## src/rtl/box_layout_pkg.sv

```systemverilog
// Shared six-box preview geometry used by the frame-buffer reader and the display compositor.
// Box index = row*3 + col, row 0 is the top row; NO_BOX marks raster positions outside all boxes.
package box_layout_pkg;

    localparam int IMG_W = 240;
    localparam int IMG_H = 320;

    localparam logic [2:0][10:0] BOX_X0 = {11'd730, 11'd390, 11'd50};
    localparam logic [1:0][9:0]  BOX_Y0 = {10'd446, 10'd26};

    typedef logic [2:0] box_id_t;
    localparam box_id_t NO_BOX = 3'd7;

    typedef enum logic {
        SWAP_IDLE    = 1'b0,
        SWAP_PENDING = 1'b1
    } swap_state_t;

endpackage

```

## src/rtl/pipe_delay.sv

```systemverilog
// Fixed-depth register delay line with a configurable reset value.
module pipe_delay #(
    parameter int                WIDTH     = 1,
    parameter int                DEPTH     = 1,
    parameter logic [WIDTH-1:0]  RESET_VAL = '0
) (
    input  logic             clk_in,
    input  logic             rst_in,
    input  logic [WIDTH-1:0] din,
    output logic [WIDTH-1:0] dout
);

    logic [DEPTH-1:0][WIDTH-1:0] stage_q;
    logic [DEPTH-1:0][WIDTH-1:0] stage_d;

    genvar gi;
    generate
        for (gi = 0; gi < DEPTH; gi++) begin : g_stage
            if (gi == 0) begin : g_first
                assign stage_d[gi] = din;
            end else begin : g_rest
                assign stage_d[gi] = stage_q[gi-1];
            end
        end
    endgenerate

    always_ff @(posedge clk_in or negedge rst_in) begin
        if (!rst_in) begin
            stage_q <= {DEPTH{RESET_VAL}};
        end else begin
            stage_q <= stage_d;
        end
    end

    assign dout = stage_q[DEPTH-1];

endmodule

```

## src/rtl/box_pixel_reader.sv

```systemverilog
// Frame-buffer read side: maps raster position to box/local address, issues the BRAM read and
// realigns the returned pixel with delayed timing; also owns the front/back bank select.
module box_pixel_reader #(
    parameter int IMG_W        = 240,
    parameter int IMG_H        = 320,
    parameter int BRAM_LATENCY = 2,
    parameter int ADDR_W       = 17
) (
    input  logic              clk_in,
    input  logic              rst_in,
    input  logic [10:0]       hcount_in,
    input  logic [9:0]        vcount_in,
    input  logic              swap_req_in,
    input  logic [11:0]       bram_data_in,
    output logic [ADDR_W:0]   addr_out,
    output logic              rd_en_out,
    output logic [11:0]       pixel_out,
    output logic              in_box_out,
    output logic [2:0]        box_out,
    output logic [10:0]       hcount_out,
    output logic [9:0]        vcount_out,
    output logic              swap_ack_out,
    output logic              bank_out
);
    import box_layout_pkg::*;

    logic [2:0]      hit_x;
    logic [1:0]      hit_y;
    logic [2:0][7:0] x_off;
    logic [1:0][8:0] y_off;

    genvar gi;
    generate
        for (gi = 0; gi < 3; gi++) begin : g_col
            assign hit_x[gi] = (hcount_in >= BOX_X0[gi]) &&
                               ({1'b0, hcount_in} < ({1'b0, BOX_X0[gi]} + 12'(IMG_W)));
            assign x_off[gi] = 8'(hcount_in - BOX_X0[gi]);
        end
        for (gi = 0; gi < 2; gi++) begin : g_row
            assign hit_y[gi] = (vcount_in >= BOX_Y0[gi]) &&
                               ({1'b0, vcount_in} < ({1'b0, BOX_Y0[gi]} + 11'(IMG_H)));
            assign y_off[gi] = 9'(vcount_in - BOX_Y0[gi]);
        end
    endgenerate

    // Swap FSM: state register / next state / outputs
    swap_state_t state_q, state_d;
    logic        boundary;
    logic        do_swap;

    assign boundary = (hcount_in == 11'd0) && (vcount_in == 10'd0);

    always_ff @(posedge clk_in or negedge rst_in) begin
        if (!rst_in) begin
            state_q <= SWAP_IDLE;
        end else begin
            state_q <= state_d;
        end
    end

    always_comb begin
        state_d = state_q;
        case (state_q)
            SWAP_IDLE:    if (swap_req_in && !boundary) state_d = SWAP_PENDING;
            SWAP_PENDING: if (boundary)                 state_d = SWAP_IDLE;
            default:                                    state_d = SWAP_IDLE;
        endcase
    end

    always_comb begin
        do_swap = boundary && ((state_q == SWAP_PENDING) || swap_req_in);
    end

    // Stage 1: box decode and local coordinates
    logic        bank_q, bank_d, ack_q, ack_d;
    logic        in_box_q, in_box_d, s1_bank_q;
    box_id_t     box_q, box_d;
    logic [7:0]  lx_q, lx_d;
    logic [8:0]  ly_q, ly_d;
    logic [1:0]  col;
    logic        row;
    logic [7:0]  x_sel;
    logic [8:0]  y_sel;

    always_comb begin
        col   = 2'd0;
        x_sel = x_off[0];
        if (hit_x[1]) begin
            col   = 2'd1;
            x_sel = x_off[1];
        end else if (hit_x[2]) begin
            col   = 2'd2;
            x_sel = x_off[2];
        end
        row   = hit_y[1];
        y_sel = hit_y[1] ? y_off[1] : y_off[0];

        in_box_d = (|hit_x) && (|hit_y);
        box_d    = in_box_d ? box_id_t'({2'b00, row} * 3'd3 + {1'b0, col}) : NO_BOX;
        lx_d     = in_box_d ? x_sel : 8'd0;
        ly_d     = in_box_d ? y_sel : 9'd0;
        // A pixel sampled on the boundary cycle already belongs to the new frame's bank.
        bank_d   = bank_q ^ do_swap;
        ack_d    = do_swap;
    end

    // Stage 2: y*240 + x via shifts
    logic [ADDR_W:0]   addr_q, addr_d;
    logic              rd_en_q, rd_en_d;
    logic [ADDR_W-1:0] local_addr;

    always_comb begin
        local_addr = ADDR_W'({ly_q, 8'b0}) - ADDR_W'({ly_q, 4'b0}) + ADDR_W'(lx_q);
        addr_d     = {s1_bank_q, in_box_q ? local_addr : {ADDR_W{1'b0}}};
        rd_en_d    = in_box_q;
    end

    always_ff @(posedge clk_in or negedge rst_in) begin
        if (!rst_in) begin
            bank_q    <= 1'b0;
            ack_q     <= 1'b0;
            in_box_q  <= 1'b0;
            s1_bank_q <= 1'b0;
            box_q     <= NO_BOX;
            lx_q      <= 8'd0;
            ly_q      <= 9'd0;
            addr_q    <= '0;
            rd_en_q   <= 1'b0;
        end else begin
            bank_q    <= bank_d;
            ack_q     <= ack_d;
            in_box_q  <= in_box_d;
            s1_bank_q <= bank_d;
            box_q     <= box_d;
            lx_q      <= lx_d;
            ly_q      <= ly_d;
            addr_q    <= addr_d;
            rd_en_q   <= rd_en_d;
        end
    end

    assign addr_out     = addr_q;
    assign rd_en_out    = rd_en_q;
    assign bank_out     = bank_q;
    assign swap_ack_out = ack_q;

    pipe_delay #(.WIDTH(1), .DEPTH(BRAM_LATENCY), .RESET_VAL(1'b0)) u_in_box_dly (
        .clk_in(clk_in), .rst_in(rst_in), .din(rd_en_q), .dout(in_box_out)
    );

    pipe_delay #(.WIDTH(3), .DEPTH(1 + BRAM_LATENCY), .RESET_VAL(NO_BOX)) u_box_dly (
        .clk_in(clk_in), .rst_in(rst_in), .din(box_q), .dout(box_out)
    );

    pipe_delay #(.WIDTH(11), .DEPTH(2 + BRAM_LATENCY), .RESET_VAL(11'd0)) u_hcount_dly (
        .clk_in(clk_in), .rst_in(rst_in), .din(hcount_in), .dout(hcount_out)
    );

    pipe_delay #(.WIDTH(10), .DEPTH(2 + BRAM_LATENCY), .RESET_VAL(10'd0)) u_vcount_dly (
        .clk_in(clk_in), .rst_in(rst_in), .din(vcount_in), .dout(vcount_out)
    );

    assign pixel_out = in_box_out ? bram_data_in : 12'd0;

endmodule

```

## config.mk

```make
export PLATFORM = sky130hd
export DESIGN_NAME = box_pixel_reader
export DESIGN_NICKNAME = d
export VERILOG_FILES = /design/src/rtl/box_layout_pkg.sv /design/src/rtl/pipe_delay.sv /design/src/rtl/box_pixel_reader.sv
export SDC_FILE = /design/constraint.sdc
export NUM_CORES = 1
export LEC_CHECK = 0
export BUFFER_PORTS_ARGS = -buffer_cell sky130_fd_sc_hd__buf_2
export CAP_MARGIN = 20
export CORE_UTILIZATION = 55
export DETAILED_ROUTE_END_ITERATION = 10
export PLACE_DENSITY = 0.84
export SLEW_MARGIN = 10
export SYNTH_ARGS = -nofsm -noshare
export SYNTH_HDL_FRONTEND = slang
export SYNTH_HIERARCHICAL = 1
export SYNTH_SLANG_ARGS = --single-unit
```

## constraint.sdc

```tcl
create_clock -name clk_in -period 2.7 [get_ports clk_in]
set_clock_uncertainty 0.05 [all_clocks]
set_input_delay 0.54 -clock clk_in [delete_from_list [all_inputs] [get_ports clk_in]]
set_output_delay 0.54 -clock clk_in [all_outputs]
set_load 0.02 [all_outputs]
```

==> flow_summary.json, run 1 <==
{
  "outcome": "finished, violations left",
  "failed_checks": "design-rule violations",
  "drt_iter0_drc": 147,
  "p_total_mw": 5.18,
  "ys.flop_type": "dfrtp_1",
  "cts_buffer_depth": 2,
  "synth-edff-count": 0,
  "grt_max_degree": 69,
  "crit_path_start_kind": "primary input",
  "post_cts_buffers": 0,
  "syn_area_per_cell_sq_um": 13.3,
  "synth_mux_area_share_pct": 0.392,
  "die_w_microns": 98.4,
  "hold_viol": 0,
  "criticalPathCategory": "in2reg",
  "routedWlPerCell_microns": 16.4,
  "drive_gt1_share_pct": 33.8,
  "synth_nets": 441,
  "via_per_inst": 5.36,
  "peakVddDrop_mv": 0.514,
  "synthSimpleGateAreaFrac_pct": 12.0,
  "dr.pass1.iters": 9,
  "final_cell_mix": "dfrtp_1 (126), buf_2 (92), nor2_1 (30)",
  "synth.distinct_cells": 52,
  "cts_root_buf": "clkbuf_8",
  "mostFrequentLayoutCell": "dfrtp_1",
  "clk_latency_ps": 520,
  "hold_buffers": 1,
  "ant_nets": 0,
  "clock.fmax_mhz": 419,
  "worstPathRequired_ps": 3090,
  "pwr-share-seq_pct": 43.6,
  "drv_cap": 0,
  "tritoncts": "yes",
  "slew_headroom_pct": 59.3,
  "ys_ff_latch": 138,
  "rsz0062_at_grt": "no",
  "synthXorXnorAreaFrac_pct": 1.89,
  "maxSlewViolCount": 0,
  "overflow": 0,
  "crit_path_end_kind": "flop",
  "routed_wl_mm": 10.5,
  "fin_crit_sh_pct": 88.5,
  "synthArstFlopShare_pct": 100,
  "finalWeightedCongestion": 0.821,
  "hpwl_mm": 7.01,
  "cts_buffers": 17,
  "antenna_found_initial": 0,
  "p_switching_mw": 1.41,
  "clock_sinks": 138,
  "rows": 34,
  "p_leak_nw": 3.19,
  "cp_data_arrival_time_ps": 2770,
  "power_density_nw_per_um2": 800,
  "synth_fa_ha_area_share_pct": 5.59,
  "synth_compound_area_share_pct": 9.12,
  "final.setup.tns_ps": 0,
  "n_fill_cell": 539,
  "die_h_microns": 98.4,
  "ctsResizeCount": 0,
  "setup_ws_ps": 311,
  "ys_seq_area_share_pct": 67.9,
  "hold_ws_ps": 120,
  "grt_usage_pct": 24.2,
  "vias": 3418,
  "clk_pin_slew_ps": 60,
  "regArea_sq_um": 3470,
  "drc_errors": 13,
  "critPathMaxFanout": 6,
  "finalSetupViolations": 0,
  "dieArea_sq_um": 9670,
  "netlist_instances": 384,
  "pwr-share-comb_pct": 13.4,
  "area_growth_pct": 27.0,
  "final_nets": 574,
  "core_sq_um": 8850,
  "diodes": 0,
  "htreeDepth": 4,
  "finalWorstPathRequiredPeriod_ps": 2390,
  "p_clk_share_pct": 43.0,
  "port_buffers": 93,
  "worstMarginPinSlew_ps": 611,
  "start_util_pct": 57.7,
  "hp-class": "in2reg",
  "swShare_pct": 27.2,
  "num_io_pins": 94,
  "internal_power_mw": 3.77,
  "dp_slack_ps": -135,
  "synth_top_family_by_area": "simple AND/OR/NAND/NOR gates",
  "yosys_warnings": 6,
  "grt_pass1_vias": 3623,
  "multi_input_area_sq_um": 1490,
  "grt_pass1_wl_mm": 17.3,
  "syn_area_sq_um": 5110
}
## cells in the mapped netlist, drive strengths merged, types with 4 or more instances
master  number  area, sq um
ha          18          225
xnor2        6         52.6
and2        20          125
inv         24         90.1
nand3        6         30.0
buf          7         55.1
nor2b       10         62.6
o21ai        9         45.0
o41ai        4         50.1
nor4         4         25.0
nor2        30          113
nand2       21         78.8
or2          8         50.1
a21oi       13         65.1
dfstp       12          315
dfrtp      126         3150
xor2         5         43.8
nor3         7         40.0
a211oi       4         35.0
## flip-flops by register name, summed over array words and instances (netlist names)
register and count:
u_in_box_dly/dout 1, ly_q 9, state_q 1, u_in_box_dly/stage_d 1, lx_q 8, u_box_dly/stage_d 6, u_hcount_dly/stage_d 33, swap_ack_out 1
rd_en_out 1, box_q 3, addr_out 18, in_box_q 1, u_vcount_dly/stage_d 30, u_box_dly/dout 3, u_vcount_dly/dout 10, s1_bank_q 1
u_hcount_dly/dout 11
## power groups by stage
| stage | Clock [mW] | Sequential (mW) | Combinational, mW |
|---|---|---|---|
| final | 2.23 | 2.26 | 0.694 |
| after global routing | 2.37 | 2.27 | 0.762 |
| after CTS | 2.28 | 2.26 | 0.691 |
| after detailed placement | 0 | 2.30 | 0.675 |
| after global placement | 0 | 2.29 | 0.650 |
| after floorplan | 0 | 2.34 | 0.370 |
## area by class of cell
| cell class | count | area share (%) |
|---|---|---|
| multi-input combinational | 212 | 23.0 |
| clock buffer | 18 | 6.60 |
| tap | 108 | 2.08 |
| timing repair buffer | 124 | 11.1 |
| clock inverter | 14 | 2.30 |
| sequential | 138 | 53.5 |
| inverter | 24 | 1.39 |
## per-layer routing
| metal | vias up | GRT usage, % | share of wire, % |
|---|---|---|---|
| met3 | 25 | 7.16 | 5.8 |
| met5 | - | 0 | 0 |
| met4 | 0 | 11.0 | 2.3 |
| met2 | 148 | 42.1 | 52 |
| met1 | 1663 | 27.6 | 40 |
| li1 | 1582 | - | - |
## worst max-delay path: stages
cell and delay (ps):
buf_2 150, nand4_1 180, o31a_1 350, nor2_1 160
a21o_1 190, inv_1 130, fa_1 430, nor2_1 200
a211oi_1 120, xor2_1 150, nor2_1 160
## per-stage QoR
step | util (%) | instances | instance area (sq um)
after floorplan | - | 384 | 5120
after global placement | 66.6 | 605 | 5900
after detailed placement | 66.6 | 605 | 5900
after CTS | 73.3 | 638 | 6480
after global routing | 73.3 | 638 | 6480
final | 73.3 | 638 | 6480
## kinds of logic (layout without fill, tap and decap cells)
group	count (synthesis)	in the layout
DFF	138	138
and+or+nand+nor	119	119
AOI/OAI and AO/OA	59	59
buffers and inverters	34	180
adders and majority gates	21	21
xor gates and xnor gates	11	11
muxes	2	2
## final timing paths
check | from | end | slack (ps) | cells after the start
worst max-delay path | vcount_in[2] | ly_q[7] | 310 | 11
worst min-delay path | hcount_in[10] | u_hcount_dly/stage_d[21] | 120 | 1
worst max register to register | ly_q[2] | addr_out[13] | 510 | 7
worst min register to register | u_vcount_dly/stage_d[31] | u_vcount_dly/dout[1] | 290 | 0
max in group asynchronous | rst_in | u_vcount_dly/stage_d[31] | 1380 | 3
min in group asynchronous | rst_in | u_hcount_dly/dout[3] | 530 | 2
(Power assumes the default switching activity.)
==> inputs of run 2 (changes only) <==
- clock period: 2.7 -> 2.6 ns (I/O delays scaled with it)
==> flow_summary.json, run 2 (synthesis results as in run 1) <==
{
  "finalSetupViolations": 0,
  "maxSlewViolCount": 0,
  "final_cell_mix": "dfrtp_1 (126), buf_2 (92), buf_4 (31)",
  "pwr-share-seq_pct": 43.1,
  "outcome": "finished, violations left",
  "failed_checks": "design-rule violations",
  "ant_nets": 0,
  "worstPathRequired_ps": 2950,
  "rsz0062_at_grt": "no",
  "post-route-util_pct": 73.9,
  "die_h_microns": 98.4,
  "area_growth_pct": 28.1,
  "grt_max_degree": 64,
  "fin_crit_sh_pct": 91.2,
  "crit_path_start_kind": "primary input",
  "cts_buffer_depth": 2,
  "post_cts_buffers": 0,
  "dieArea_sq_um": 9670,
  "drv_cap": 0,
  "grt_pass1_wl_mm": 18.0,
  "internal_power_mw": 3.92,
  "cp_data_arrival_time_ps": 2720,
  "hold_viol": 0,
  "final_nets": 577,
  "finalWorstPathRequiredPeriod_ps": 2370,
  "tritoncts": "yes",
  "p_total_mw": 5.44,
  "cts_buffers": 17,
  "routed_wl_mm": 11.1,
  "drt_iter0_drc": 197,
  "path_delay_family": "compound AO/OA/AOI/OAI gates",
  "grt_pass1_vias": 3715,
  "peakVddDrop_mv": 0.493,
  "htreeDepth": 4,
  "antenna_found_initial": 0,
  "critPathMaxFanout": 4,
  "hold_ws_ps": 95.4,
  "n_fill_cell": 526,
  "crit_buf_inv": 2,
  "slew_headroom_pct": 58.4,
  "clock.fmax_mhz": 422,
  "largest_register_ff_count": 33,
  "place_area_sq_um": 5950,
  "p_leak_nw": 3.22,
  "cts_root_buf": "clkbuf_8",
  "slowest_stage": "nor4_1",
  "p_switching_mw": 1.53,
  "final_area_sq_um": 6540,
  "mostFrequentLayoutCell": "dfrtp_1",
  "overflow": 0,
  "clock_sinks": 138,
  "pwr-share-comb_pct": 13.6,
  "swShare_pct": 28.1,
  "finalWeightedCongestion": 0.807,
  "drive_gt1_share_pct": 34.7,
  "criticalPathCategory": "in2reg",
  "vias": 3454,
  "dr.pass1.iters": 10,
  "core_sq_um": 8850,
  "hp-class": "in2reg",
  "power_density_nw_per_um2": 833,
  "via_per_inst": 5.39,
  "num_io_pins": 94,
  "setup_ws_ps": 229,
  "dp_slack_ps": -229,
  "max_stage_delay_ps": 400,
  "routedWlPerCell_microns": 17.2,
  "die_w_microns": 98.4,
  "p_clk_share_pct": 43.3,
  "port_buffers": 93,
  "diodes": 0,
  "worstMarginPinSlew_ps": 624,
  "clk_pin_slew_ps": 70,
  "grt_usage_pct": 25.1,
  "crit_path_end_kind": "flop",
  "clk_latency_ps": 520,
  "hpwl_mm": 7.09,
  "drc_errors": 13,
  "start_util_pct": 57.7,
  "rows": 34,
  "path_cells": "buf_2 -> nor4_1 -> a2111o_1 -> o41ai_4 -> inv_1 -> nand2_1 -> ha_1 -> o21a_1 -> o31a_1 -> mux2i_1 -> o2bb2ai_1 -> a21oi_1"
}
## run 2: changes by cell type in the layout (fill, tap and decap cells not counted)
cell	change
buf_12	+1
buf_4	+2
clkbuf_8	-1
clkinv_4	-1
clkinv_8	+1
ha_1	-1
ha_4	+1
inv_1	-1
inv_2	+1
inv_6	-1
inv_8	+2
nor2b_1	-1
nor2b_2	+1
## run 2: path summary, 6_finish.rpt
| kind | from | to | slack [ps] | cells after the start |
|---|---|---|---|---|
| hold reg to reg | u_hcount_dly/stage_d[34] | u_hcount_dly/dout[1] | 290 | 0 |
| setup / recovery | hcount_in[3] | lx_q[7] | 230 | 12 |
| hold / removal | hcount_in[0] | u_hcount_dly/stage_d[11] | 100 | 1 |
| max in group asynchronous | rst_in | addr_out[11] | 1290 | 3 |
| min in group asynchronous | rst_in | u_hcount_dly/stage_d[42] | 490 | 2 |
| setup reg to reg | ly_q[3] | addr_out[14] | 500 | 6 |
## run 2: per-layer routing
layer | vias to the layer above | global-route usage, % | share of wire (%) | wire (microns)
met1 | 1700 | 28.4 | 39 | 4310
li1 | 1577 | - | - | -
met2 | 150 | 44.6 | 53 | 5870
met5 | - | 0 | 0 | 0
met3 | 27 | 5.51 | 5.3 | 583
met4 | 0 | 13.2 | 2.6 | 291
## run 2: final cells by class
class / instances / area, sq um / share of cell area, %
multi-input combinational: 212 / 1510 / 23.1
clock buffer: 17 / 414 / 6.33
timing repair buffer: 127 / 754 / 11.5
sequential: 138 / 3470 / 53.0
clock inverter: 15 / 170 / 2.60
tap: 108 / 135 / 2.07
inverter: 24 / 90.1 / 1.38
## run 2: stage by stage
step	std cells	setup TNS [ps]
floorplan	384	-42.4
global placement	608	-107
detailed placement	608	-486
CTS	641	0
global route	641	0
finish	641	0
## run 2: power by group through the flow
stage / sequential [mW] / combinational, mW / clock [mW]
after global placement: 2.37 / 0.683 / 0
after global routing: 2.36 / 0.809 / 2.49
final: 2.35 / 0.740 / 2.36
after floorplan: 2.43 / 0.386 / 0
after CTS: 2.35 / 0.737 / 2.39
after detailed placement: 2.38 / 0.716 / 0
## run 2: timing repair
item | 4_1_cts | 5_1_grt
resized for setup | 0 | 0
hold buffers | 1 | 0
endpoints found under the hold margin | 55 | 0
endpoints found under the setup margin | 0 | 0
==> inputs of run 3 (changes only) <==
- CORE_UTILIZATION: 55 -> 49
- PLACE_DENSITY: 0.84 -> 0.79
- clock period: 2.6 -> 2 ns (I/O delays scaled with it)
==> flow_summary.json, run 3 (synthesis results as in run 1) <==
{
  "rows": 36,
  "crit_path_start_kind": "primary input",
  "clock.fmax_mhz": 497,
  "cp_data_arrival_time_ps": 2360,
  "vias": 3631,
  "regArea_sq_um": 3470,
  "dr.pass1.iters": 4,
  "multi_input_area_sq_um": 1690,
  "failed_checks": "negative setup slack",
  "clk_latency_ps": 520,
  "post-route-util_pct": 70.9,
  "routed_wl_mm": 11.4,
  "antenna_found_initial": 0,
  "final_cell_mix": "dfrtp_1 (126), buf_2 (88), buf_4 (64)",
  "cts_buffers": 17,
  "tritoncts": "yes",
  "start_util_pct": 51.3,
  "finalSetupViolations": 1,
  "cts_root_buf": "clkbuf_8",
  "drt_iter0_drc": 188,
  "hold_viol": 0,
  "outcome": "finished, violations left",
  "n_fill_cell": 640,
  "port_buffers": 93,
  "hpwl_mm": 7.28,
  "largest_register_ff_count": 33,
  "setup_ws_ps": -12.1,
  "grt_pass1_vias": 3794,
  "clock_sinks": 138,
  "fin_crit_sh_pct": 101,
  "routedWlPerCell_microns": 16.1,
  "rsz0062_at_grt": "yes",
  "finalWeightedCongestion": 0.837,
  "cts_buffer_depth": 2,
  "crit_path_end_kind": "flop",
  "critPathMaxFanout": 3,
  "clk_pin_slew_ps": 60,
  "htreeDepth": 4,
  "final.setup.tns_ps": -12.1,
  "drc_errors": 0,
  "core_sq_um": 9950,
  "area_growth_pct": 38.2,
  "maxSlewViolCount": 0,
  "overflow": 0,
  "via_per_inst": 5.15,
  "num_io_pins": 94,
  "hp-class": "in2reg",
  "finalWorstPathRequiredPeriod_ps": 2010,
  "mostFrequentLayoutCell": "dfrtp_1",
  "die_w_microns": 104,
  "peakVddDrop_mv": 0.467,
  "diodes": 0,
  "drive_gt1_share_pct": 43.7,
  "criticalPathCategory": "in2reg",
  "p_leak_nw": 3.41,
  "power_density_nw_per_um2": 1000,
  "hold_ws_ps": 33.2,
  "grt_usage_pct": 22.6,
  "slew_headroom_pct": 56.0,
  "worstPathRequired_ps": 2350,
  "worstMarginPinSlew_ps": 660,
  "die_h_microns": 104,
  "ant_nets": 0,
  "grt_max_degree": 49,
  "grt_pass1_wl_mm": 18.4,
  "drv_cap": 0,
  "final_nets": 616,
  "dieArea_sq_um": 10800
}
[run 3: repair_timing]
item                                    CTS  global route
hold endpoints to repair                 44             1
pin swaps                                 7            11
resized for setup                        18            25
setup buffers                             5             2
endpoints found under the setup margin    7            13
hold buffers                              6             1
[run 3: stage by stage]
stage / instances / power (mW) / cell area [sq um] / setup slack (ps)
after floorplan: 384 / 3.68 / 5190 / -480
after global placement: 659 / 4.06 / 6210 / -540
after detailed placement: 659 / 4.11 / 6210 / -689
after CTS: 702 / 7.03 / 6920 / -2.64
after global routing: 705 / 7.38 / 7060 / -97.0
final: 705 / 7.09 / 7060 / -12.1
[run 3: path summary, 6_finish.rpt]
kind                       cells past startpoint  slack (ps)                  endpoint                     start
min in group asynchronous                      2         310      u_hcount_dly/dout[2]                    rst_in
hold / removal                                 1          30  u_vcount_dly/stage_d[18]              vcount_in[8]
setup / recovery                              11         -10                   lx_q[7]              hcount_in[6]
setup reg to reg                               6          60              addr_out[14]                   ly_q[3]
max in group asynchronous                      3         920         u_box_dly/dout[2]                    rst_in
hold reg to reg                                0         300  u_vcount_dly/stage_d[20]  u_vcount_dly/stage_d[10]
[run 3: critical path: stages]
cell and delay (ps):
buf_2 120, nor4_4 270, a2111o_1 220, o41ai_4 110
buf_4 160, ha_1 290, o21a_1 110, o31a_1 180
mux2i_1 250, o2bb2ai_1 140, a21oi_1 90
[run 3: final cells by class]
cell class              count  area share (%)
clock buffers              19            6.12
clock inverters            13            1.72
inverters                  24            1.28
multi-input cells         212            23.9
flip-flops and latches    138            49.1
well taps                 133            2.36
repair buffers            166            15.5
[run 3: metal layers]
metal / vias to the layer above / global-route usage [%] / part of all wire [%] / wire [microns]
met5: - / 0 / 0 / 0
met2: 163 / 39.9 / 53 / 6000
met1: 1770 / 24.3 / 39 / 4370
met4: 0 / 13.6 / 3.6 / 408
li1: 1658 / - / - / -
met3: 40 / 6.14 / 5.1 / 576
[run 3: power by group]
part	internal, mW	switching [mW]
logic	0.530	0.634
registers	2.98	0.0740
clock network	1.69	1.18
